## src/rtl/mem_req_arbiter.sv

```systemverilog
// ---------------------------------------------------------------------------
// mem_req_arbiter
//
// Purpose:
//   Shares one tagged memory port between NUM_REQ requesters using round-robin
//   arbitration. Every accepted acquire takes a free slot in an outstanding
//   table. The slot index is the tag sent downstream. When a grant returns,
//   the slot is looked up, the grant is routed to the owning requester with
//   that requester's original tag, and the slot is released.
//
// Ports:
//   clk, rst            clock (rising edge), asynchronous active-high reset
//   i_req_valid         per-requester acquire valid
//   o_req_ready         per-requester accept, combinational, at most one bit set
//   i_req_type/addr/wdata/tag
//                       per-requester acquire fields; slice i belongs to requester i
//   o_mem_req_*         registered downstream acquire (tag = slot index)
//   i_mem_req_ready     downstream accept
//   i_mem_resp_*        downstream grant; there is no backpressure
//   o_resp_valid        registered one-hot grant pulse to the owning requester
//   o_resp_type/tag/rdata
//                       grant fields shared by all requesters, with the tag restored
//   o_outstanding       number of busy slots
//   o_err_bad_tag       sticky flag for a grant whose tag is out of range or names a free slot
// ---------------------------------------------------------------------------
module mem_req_arbiter #(
  parameter int NUM_REQ         = 2,
  parameter int ADDR_W          = 26,
  parameter int TAG_W           = 6,
  parameter int DATA_W          = 64,
  parameter int MAX_OUTSTANDING = 4
) (
  input  logic                                 clk,
  input  logic                                 rst,
  input  logic [NUM_REQ-1:0]                   i_req_valid,
  output logic [NUM_REQ-1:0]                   o_req_ready,
  input  logic [NUM_REQ*3-1:0]                 i_req_type,
  input  logic [NUM_REQ*ADDR_W-1:0]            i_req_addr,
  input  logic [NUM_REQ*DATA_W-1:0]            i_req_wdata,
  input  logic [NUM_REQ*TAG_W-1:0]             i_req_tag,
  output logic                                 o_mem_req_valid,
  input  logic                                 i_mem_req_ready,
  output logic [2:0]                           o_mem_req_type,
  output logic [ADDR_W-1:0]                    o_mem_req_addr,
  output logic [DATA_W-1:0]                    o_mem_req_wdata,
  output logic [TAG_W-1:0]                     o_mem_req_tag,
  input  logic                                 i_mem_resp_valid,
  input  logic [2:0]                           i_mem_resp_type,
  input  logic [TAG_W-1:0]                     i_mem_resp_tag,
  input  logic [DATA_W-1:0]                    i_mem_resp_rdata,
  output logic [NUM_REQ-1:0]                   o_resp_valid,
  output logic [2:0]                           o_resp_type,
  output logic [TAG_W-1:0]                     o_resp_tag,
  output logic [DATA_W-1:0]                    o_resp_rdata,
  output logic [$clog2(MAX_OUTSTANDING+1)-1:0] o_outstanding,
  output logic                                 o_err_bad_tag
);

  localparam int ID_W   = (NUM_REQ > 1) ? $clog2(NUM_REQ) : 1;
  localparam int SLOT_W = $clog2(MAX_OUTSTANDING);
  localparam int CNT_W  = $clog2(MAX_OUTSTANDING + 1);

  // Downstream request stage
  logic              r_mem_req_valid;
  logic [2:0]        r_mem_req_type;
  logic [ADDR_W-1:0] r_mem_req_addr;
  logic [DATA_W-1:0] r_mem_req_wdata;
  logic [TAG_W-1:0]  r_mem_req_tag;

  // Response stage
  logic [NUM_REQ-1:0] r_resp_valid;
  logic [2:0]         r_resp_type;
  logic [TAG_W-1:0]   r_resp_tag;
  logic [DATA_W-1:0]  r_resp_rdata;

  // Arbitration and bookkeeping
  logic [ID_W-1:0]  r_rr_ptr;
  logic [CNT_W-1:0] r_outstanding;
  logic             r_err_bad_tag;

  // Outstanding table
  logic [MAX_OUTSTANDING-1:0] r_busy;
  logic [ID_W-1:0]            r_slot_owner [MAX_OUTSTANDING];
  logic [TAG_W-1:0]           r_slot_tag   [MAX_OUTSTANDING];

  // Combinational
  logic               w_stage_free;
  logic               w_found;
  logic [ID_W-1:0]    w_winner;
  int                 w_scan_idx;
  logic               w_slot_avail;
  logic [SLOT_W-1:0]  w_free_slot;
  logic               w_accept;
  logic [2:0]         w_win_type;
  logic [ADDR_W-1:0]  w_win_addr;
  logic [DATA_W-1:0]  w_win_wdata;
  logic [TAG_W-1:0]   w_win_tag;
  logic [ID_W-1:0]    w_rr_next;
  logic               w_resp_in_range;
  logic [SLOT_W-1:0]  w_resp_slot;
  logic               w_resp_hit;
  logic               w_resp_bad;
  logic [NUM_REQ-1:0] w_resp_onehot;
  logic [MAX_OUTSTANDING-1:0] w_slot_set;
  logic [MAX_OUTSTANDING-1:0] w_slot_clr;

  // The stage can take a new request when it is empty or is draining this cycle.
  assign w_stage_free = !r_mem_req_valid || i_mem_req_ready;

  // Round-robin search: the first valid requester at or after r_rr_ptr, modulo NUM_REQ.
  always_comb begin
    w_found    = 1'b0;
    w_winner   = '0;
    w_scan_idx = 0;
    for (int k = 0; k < NUM_REQ; k++) begin
      w_scan_idx = int'(r_rr_ptr) + k;
      if (w_scan_idx >= NUM_REQ) begin
        w_scan_idx = w_scan_idx - NUM_REQ;
      end
      if (!w_found && i_req_valid[w_scan_idx]) begin
        w_found  = 1'b1;
        w_winner = ID_W'(w_scan_idx);
      end
    end
  end

  // Lowest-index free slot. The scan uses the busy bits as they stand at the
  // start of the cycle, so a slot freed by a grant this cycle is not reused
  // until the next cycle.
  always_comb begin
    w_slot_avail = 1'b0;
    w_free_slot  = '0;
    for (int s = MAX_OUTSTANDING - 1; s >= 0; s--) begin
      if (!r_busy[s]) begin
        w_slot_avail = 1'b1;
        w_free_slot  = SLOT_W'(s);
      end
    end
  end

  assign w_accept = w_stage_free && w_slot_avail && w_found;

  assign w_win_type  = i_req_type[w_winner*3 +: 3];
  assign w_win_addr  = i_req_addr[w_winner*ADDR_W +: ADDR_W];
  assign w_win_wdata = i_req_wdata[w_winner*DATA_W +: DATA_W];
  assign w_win_tag   = i_req_tag[w_winner*TAG_W +: TAG_W];

  assign w_rr_next = (w_winner == ID_W'(NUM_REQ - 1)) ? '0 : w_winner + 1'b1;

  // Ready is masked during reset so that every output reads zero while rst is high.
  always_comb begin
    o_req_ready = '0;
    if (w_accept && !rst) begin
      o_req_ready[w_winner] = 1'b1;
    end
  end

  // Grant lookup. The range test is one bit wider so that it stays correct
  // when 2**TAG_W equals MAX_OUTSTANDING.
  assign w_resp_in_range = {1'b0, i_mem_resp_tag} < (TAG_W + 1)'(MAX_OUTSTANDING);
  assign w_resp_slot     = i_mem_resp_tag[SLOT_W-1:0];
  assign w_resp_hit      = i_mem_resp_valid && w_resp_in_range && r_busy[w_resp_slot];
  assign w_resp_bad      = i_mem_resp_valid && !w_resp_hit;

  always_comb begin
    w_resp_onehot = '0;
    w_resp_onehot[r_slot_owner[w_resp_slot]] = 1'b1;
  end

  // Per-slot set/clear strobes. Set and clear never target the same slot,
  // because allocation only selects slots that are free at the start of the cycle.
  generate
    for (genvar gi = 0; gi < MAX_OUTSTANDING; gi++) begin : g_slot
      assign w_slot_set[gi] = w_accept && (w_free_slot == SLOT_W'(gi));
      assign w_slot_clr[gi] = w_resp_hit && (w_resp_slot == SLOT_W'(gi));
    end
  endgenerate

  // Outstanding table
  always_ff @(posedge clk or posedge rst) begin
    if (rst) begin
      r_busy <= '0;
      for (int s = 0; s < MAX_OUTSTANDING; s++) begin
        r_slot_owner[s] <= '0;
        r_slot_tag[s]   <= '0;
      end
    end else begin
      for (int s = 0; s < MAX_OUTSTANDING; s++) begin
        if (w_slot_set[s]) begin
          r_busy[s]       <= 1'b1;
          r_slot_owner[s] <= w_winner;
          r_slot_tag[s]   <= w_win_tag;
        end else if (w_slot_clr[s]) begin
          r_busy[s] <= 1'b0;
        end
      end
    end
  end

  // Downstream request stage and round-robin pointer
  always_ff @(posedge clk or posedge rst) begin
    if (rst) begin
      r_mem_req_valid <= 1'b0;
      r_mem_req_type  <= '0;
      r_mem_req_addr  <= '0;
      r_mem_req_wdata <= '0;
      r_mem_req_tag   <= '0;
      r_rr_ptr        <= '0;
    end else begin
      if (w_accept) begin
        r_mem_req_valid <= 1'b1;
        r_mem_req_type  <= w_win_type;
        r_mem_req_addr  <= w_win_addr;
        r_mem_req_wdata <= w_win_wdata;
        r_mem_req_tag   <= TAG_W'(w_free_slot);
        r_rr_ptr        <= w_rr_next;
      end else if (i_mem_req_ready) begin
        // When the stage is held, the payload stays put. Only valid drops once accepted.
        r_mem_req_valid <= 1'b0;
      end
    end
  end

  // Response stage, error flag and busy count
  always_ff @(posedge clk or posedge rst) begin
    if (rst) begin
      r_resp_valid  <= '0;
      r_resp_type   <= '0;
      r_resp_tag    <= '0;
      r_resp_rdata  <= '0;
      r_err_bad_tag <= 1'b0;
      r_outstanding <= '0;
    end else begin
      r_resp_valid <= '0;
      if (w_resp_hit) begin
        r_resp_valid <= w_resp_onehot;
        r_resp_type  <= i_mem_resp_type;
        r_resp_tag   <= r_slot_tag[w_resp_slot];
        r_resp_rdata <= i_mem_resp_rdata;
      end
      if (w_resp_bad) begin
        r_err_bad_tag <= 1'b1;
      end
      case ({w_accept, w_resp_hit})
        2'b10:   r_outstanding <= r_outstanding + 1'b1;
        2'b01:   r_outstanding <= r_outstanding - 1'b1;
        default: r_outstanding <= r_outstanding;
      endcase
    end
  end

  assign o_mem_req_valid = r_mem_req_valid;
  assign o_mem_req_type  = r_mem_req_type;
  assign o_mem_req_addr  = r_mem_req_addr;
  assign o_mem_req_wdata = r_mem_req_wdata;
  assign o_mem_req_tag   = r_mem_req_tag;
  assign o_resp_valid    = r_resp_valid;
  assign o_resp_type     = r_resp_type;
  assign o_resp_tag      = r_resp_tag;
  assign o_resp_rdata    = r_resp_rdata;
  assign o_outstanding   = r_outstanding;
  assign o_err_bad_tag   = r_err_bad_tag;

endmodule

```

## config.mk

```make
export PLATFORM = sky130hd
export DESIGN_NAME = mem_req_arbiter
export DESIGN_NICKNAME = d
export VERILOG_FILES = /design/src/rtl/mem_req_arbiter.sv
export SDC_FILE = /design/constraint.sdc
export NUM_CORES = 1
export LEC_CHECK = 0
export ABC_AREA = 1
export BUFFER_PORTS_ARGS = -buffer_cell sky130_fd_sc_hd__buf_2
export CAP_MARGIN = 5
export CELL_PAD_IN_SITES_DETAIL_PLACEMENT = 1
export CELL_PAD_IN_SITES_GLOBAL_PLACEMENT = 1
export CORE_AREA = 2 2 178 180
export DETAILED_ROUTE_END_ITERATION = 16
export DIE_AREA = 0 0 180 182
export MAX_ROUTING_LAYER = met4
export PLACE_DENSITY_LB_ADDON = 0.1
export SYNTH_ARGS = -nofsm -noshare
export SYNTH_HDL_FRONTEND = slang
export SYNTH_SLANG_ARGS = --single-unit
export TNS_END_PERCENT = 50
```

## constraint.sdc

```tcl
create_clock -name clk -period 20.6 [get_ports clk]
set_input_delay 6.18 -clock clk [delete_from_list [all_inputs] [get_ports clk]]
set_output_delay 6.18 -clock clk [all_outputs]
set_load 0.05 [all_outputs]
```

-- Word level (Yosys, flattened, before mapping)
Cells that the tools add are included.
- bits in registers: 208
- bits of input ports: 277
- logic and storage cells: 133
- add/sub/neg operators: 6
- multiply operators: 3
- $lt $le $gt $ge: 11
- eq/ne operators: 8
- shift operators: 4
- muxes and demuxes: 46
- bitwise logic cells: 1
- reductions and logical operators: 30
- operator list (operator ; number):
    128-bit by 8-bit variable part select with 64-bit output ; 1
    32-bit by 3-bit less-than comparator with 1-bit output, second input constant ; 2
    32-bit 2-to-1 mux ; 2
    52-bit by 7-bit variable part select with 26-bit output ; 1
    1-bit 2-to-1 mux ; 30
    1-bit logical AND ; 17
    6-bit binary-select mux with 2-bit select ; 1
    2-bit 2-to-1 mux ; 6
    6-bit 2-to-1 mux ; 2
    2-bit nonzero test ; 6
    12-bit by 5-bit variable part select with 6-bit output ; 1
    2-bit equality test, second input constant ; 5
    2-bit by 1-bit equality test with 1-bit output, second input constant ; 3
    6-bit by 3-bit less-than comparator with 1-bit output, second input constant ; 1
    1-bit by 2-bit multiplier with 3-bit output, second input constant ; 2
    3-bit one-hot mux with 2 select lines ; 1
    6-bit by 4-bit variable part select with 3-bit output ; 1
    1-bit by 4-bit multiplier with 5-bit output, second input constant ; 1
    1-bit binary-select mux with 2-bit select ; 2
    1-bit zero test ; 4
    2-bit zero test ; 2
    1-bit by 2-bit less-than comparator with 1-bit output, second input constant ; 2
    3-bit by 1-bit adder with 3-bit output, second input constant ; 1
    3-bit >= comparator, second input constant ; 1
    12 further kinds ; 14

-- Logic depth before layout (Yosys ltp)
- depth in word-level cells: 14
- gate-level depth with buffers: 14
- mapped depth without buffers: 13

-- Worst setup path before layout
No wires, ideal clock.
- path kind: in2out
- start: in i_mem_req_ready
- end: out o_req_ready[1]
- arrival: 7913 ps
- slack: 6507 ps
- stages: 8
- path buffers: 2
- cell sequence: inv_1 > nand2_1 > o21ai_2 > nor2_1 > buf_4 > inv_4 > buf_4 > nor3_1
- cells in the longest elaborated chain, start to end: 5
- RTL lines (element ; line ; source):
    from (decl) ; 42 ; input logic i_mem_req_ready,
    1-bit logical OR ; 108 ; assign w_stage_free = !r_mem_req_valid || i_mem_req_ready;
    1-bit logical AND (2 in series) ; 141 ; assign w_accept = w_stage_free && w_slot_avail && w_found;
    1-bit logical AND ; 153 ; if (w_accept && !rst) begin
    2-bit 2-to-1 mux ; 153 ;
    to (decl) ; 36 ; output logic [NUM_REQ-1:0] o_req_ready,
No other way between the ends.

-- Worst setup path after layout
Ends and elaborated chain as after synthesis.

==> results.md <==
Run status:
- The flow ran to the end, and the final reports show no timing, DRC or antenna violations.

Clock network:
- Counting the buffers created by CTS gives 26.
- TritonCTS built the clock tree.
- The clock input transition at the sequential cells of the worst setup and hold paths is 0.05 ns.
- The insertion delay of the later-clocked pin in the worst-skew pair is 0.53 ns.
- The CTS H-tree depth is 1.
- After clock tree synthesis, the setup repair step added 0 buffers.
- The count of clock tree sinks is 208.
- The number of gates resized after CTS was 0.
- The tree is rooted in a clkbuf_16.
- The clock tree buffer depth is 3.
- The number of buffers inserted for hold repair after clock tree synthesis is 0.

Cells and area:
- Once layout is done, the placed cells without fillers occupy 12,500 µm².
- For this run, the number of standard cells in the final layout without fillers is 1,953.
- From synthesis to final layout, the design area changed by 35.7%.
- The area taken by flip-flops and latches is 5200 µm².
- The core utilization of the finished layout is 0.403.
- Of the cells placed in the final design, the portion with a size suffix greater than 1 is 0.336.
- The number of nets in the layout is 1,803.
- The area used by multi-input combinational logic is 3470 µm².
- The filler cell count is 3,870.

GRT:
- The number of antenna violations at the first check in global routing was 8.
- The largest net degree at the start of global routing is 111.
- The sum of overflow across all layers after global routing is 0.
- The via count of the first global-routing pass is 9,700.
- The wire length of the first global-routing pass is 53,500 µm.
- The global-route usage over all layers is 0.210.

Floorplanning:
- For this configuration, the core starts out at a cell density of 0.297.
- The vertical die dimension is 182 µm.
- In this run the core area contains 65 standard-cell rows.
- The I/O pin count is 458.
- The overall die width is 180 µm.
- The die covers 32,800 µm².
- The standard cell core area is 31,000 µm².

Route:
- The remaining antenna violation count is 0.
- Dividing the detail-routed wire length by the instance count gives 17.6 µm.
- The ratio of routed vias to standard cells is 4.70.
- After detailed routing, no signal wire sits above met4.
- In the routed design, unresolved DRC markers number 0.
- The routed wire length is 34,400 µm.
- In the final routing, the length of wire on met1 measures 14,100 µm.
- The routed length on met2 is 16,900 µm.
- The via count is 9,179.
- After the first detailed-routing iteration, the DRC count stood at 395.
- The length of the first detailed-routing pass in iterations is 5.
- In the detailed route, the total length drawn on met3 is 2530 µm.

Yosys:
- The mean instance size in the synthesized netlist is 8.34 µm².
- After technology mapping, the gate count stands at 1,104.
- In the synthesized netlist the async set-or-reset flop fraction comes to 1.00.
- The most common cell in the synthesized netlist is nand2_1.
- The Yosys step of the flow raised 0 warnings.
- Ranked by total cell area, the synthesized netlist is headed by dfrtp_1 (57%), nand2_1 (19%), nand3_1 (15%).
- The count of state elements after synthesis is 208.
- The most area-hungry cell type in the Yosys netlist is dfrtp_1.
- Of the synthesized area, sequential elements account for 0.566.
- Counting instances in the post-synthesis netlist gives the leading cell types as nand2_1 (462), nand3_1 (283), dfrtp_1 (208).
- The mapped netlist covers 9200 µm².
- Among all flip-flop cells after synthesis, the most frequent one is dfrtp_1.
- The proportion of netlist area held by the largest area contributor is 0.566.
- The number of distinct library cell variants in the gate-level netlist after synthesis is 28.
- In this run, synthesis inferred 0 flip-flops with an integrated enable.

Setup path:
- The worst register-to-register path has a depth of 9.
- The kind of critical path is in -> out.
- STA classifies the critical path startpoint as an input port.
- The arrival time at the worst endpoint is 8.92 ns.
- The critical path starts at i_mem_req_ready.
- The required arrival time at the worst endpoint is 14.42 ns.
- In this run the critical register-to-register path is launched from r_busy[1].
- In this run the worst path has a maximum fanout of 104.
- STA classifies the critical path endpoint as an output port.

Power and ir drop:
- In this run the power density over the cells is 174 nW/µm².
- IR analysis of the VDD net gives a maximum drop of 97.2 µV.
- The reported leakage power is 6.96 nW.
- The design draws 2.17 mW.

Worst hold path:
- In this run the most critical hold path is launched from o_err_bad_tag.
- The number of instances on the worst hold path is 2.
- In this run the worst hold path is classified as reg -> reg.

STA:
- Setup repair after global routing left no endpoint under its margin.
- Setup violations remaining at the end of the flow were counted as 0.
- In this run the tightest slew margin relative to its limit is 0.302.
- At the pin with the least slew margin, the transition time is 1.05 ns.
- The aggregate negative setup slack is 0 ns.
- The final worst clock skew is 0.0163 ns.
- The worst slack on hold paths is 0.463 ns.
- The max-slew violation count is 0.
- In the post-route analysis, the smallest setup slack over all paths is 5.50 ns.
- Dividing the final minimum period by the clock period gives 0.733.
- The achievable frequency is 66.2 MHz.
- The worst path in the final design needs a cycle of 15.10 ns, including I/O delays and setup.
- The number of hold violations in the final report is 0.

Place:
- The number of I/O port buffers is 453.
- The number of cells after detailed placement is 1,898.
- The HPWL reported at the end of detailed placement is 24,200 µm.
- The worst setup slack after placement is 5.49 ns.
- In this run the cell area measured after placement is 11,600 µm².
- Routability-driven placement finished with a final weighted congestion of 0.805.

Flow run:
- The tool flagged a number of max-cap violations equal to 0.
## sequential cells by signal, summed over array words and instances, names as in the netlist
| register | cells |
|---|---|
| o_mem_req_valid | 1 |
| o_mem_req_wdata | 64 |
| o_resp_rdata | 64 |
| r_slot_tag | 24 |
| o_mem_req_addr | 26 |
| o_mem_req_type | 3 |
| r_rr_ptr | 1 |
| r_busy | 4 |
| r_slot_owner | 4 |
| o_mem_req_tag | 2 |
| o_outstanding | 3 |
| o_err_bad_tag | 1 |
| o_resp_tag | 6 |
| o_resp_valid | 2 |
| o_resp_type | 3 |
## power by group
group	internal, mW	switching [mW]
sequential	0.569	0.0861
combinational	0.242	0.826
clock	0.267	0.178
total	1.08	1.09
## worst paths after layout
check                                 endpoint  slack, ns
setup / recovery                o_req_ready[1]       5.50
hold / removal                   o_err_bad_tag       0.46
setup reg to reg              o_outstanding[1]      16.97
hold reg to reg                  o_err_bad_tag       0.46
max in group asynchronous  o_mem_req_wdata[47]      13.36
min in group asynchronous   o_mem_req_addr[14]       5.81
## layer usage
metal / track usage / vias up
met1: 0.243 / 4412
met4: 0.0647 / 0
met3: 0.0584 / 56
li1: - / 4417
met2: 0.354 / 294
met5: - / -
## area by class of cell
cell class	count	share of cell area
Clock inverter	8	0.00551
Timing Repair Buffer	463	0.188
Tap cell	402	0.0403
Clock buffer	39	0.0609
Sequential cell	208	0.417
Multi-Input combinational cell	797	0.278
Antenna cell	8	0.00160
Inverter	28	0.00932
## layout by cell type, fill, tap and decap left out, drive strengths merged
cell	count
clkinv	7
a31oi	1
inv	28
a21oi	1
bufinv	1
or2	1
buf	463
ha	1
diode	8
nor2	13
xnor2	2
nand3	284
nor3	3
o21ai	15
nand2	465
clkbuf	39
dfrtp	208
nand4	6
fa	1
conb	4
## worst max-delay path, cell delays in order
cell and delay [ns]:
buf_2 0.08, inv_1 0.03, nand2_1 0.09, o21ai_2 0.13, nor2_4 0.53, buf_4 0.90
inv_4 0.37, nor3_1 0.24, buf_2 0.30
## logic make-up (layout without fill, tap and decap cells)
| family | count (synthesis) | count (layout) | share of synthesized area |
|---|---|---|---|
| AO/OA/AOI/OAI | 17 | 17 | 0.00979 |
| XOR/XNOR | 2 | 2 | 0.00190 |
| adder cells (fa/ha/maj) | 2 | 2 | 0.00353 |
| buffers and inverters | 102 | 538 | 0.0602 |
| flip-flops | 208 | 208 | 0.566 |
| other | 1 | 12 | 0.000407 |
| AND/OR/NAND/NOR | 772 | 772 | 0.359 |
No activity file was read; power rests on OpenSTA's default activity.
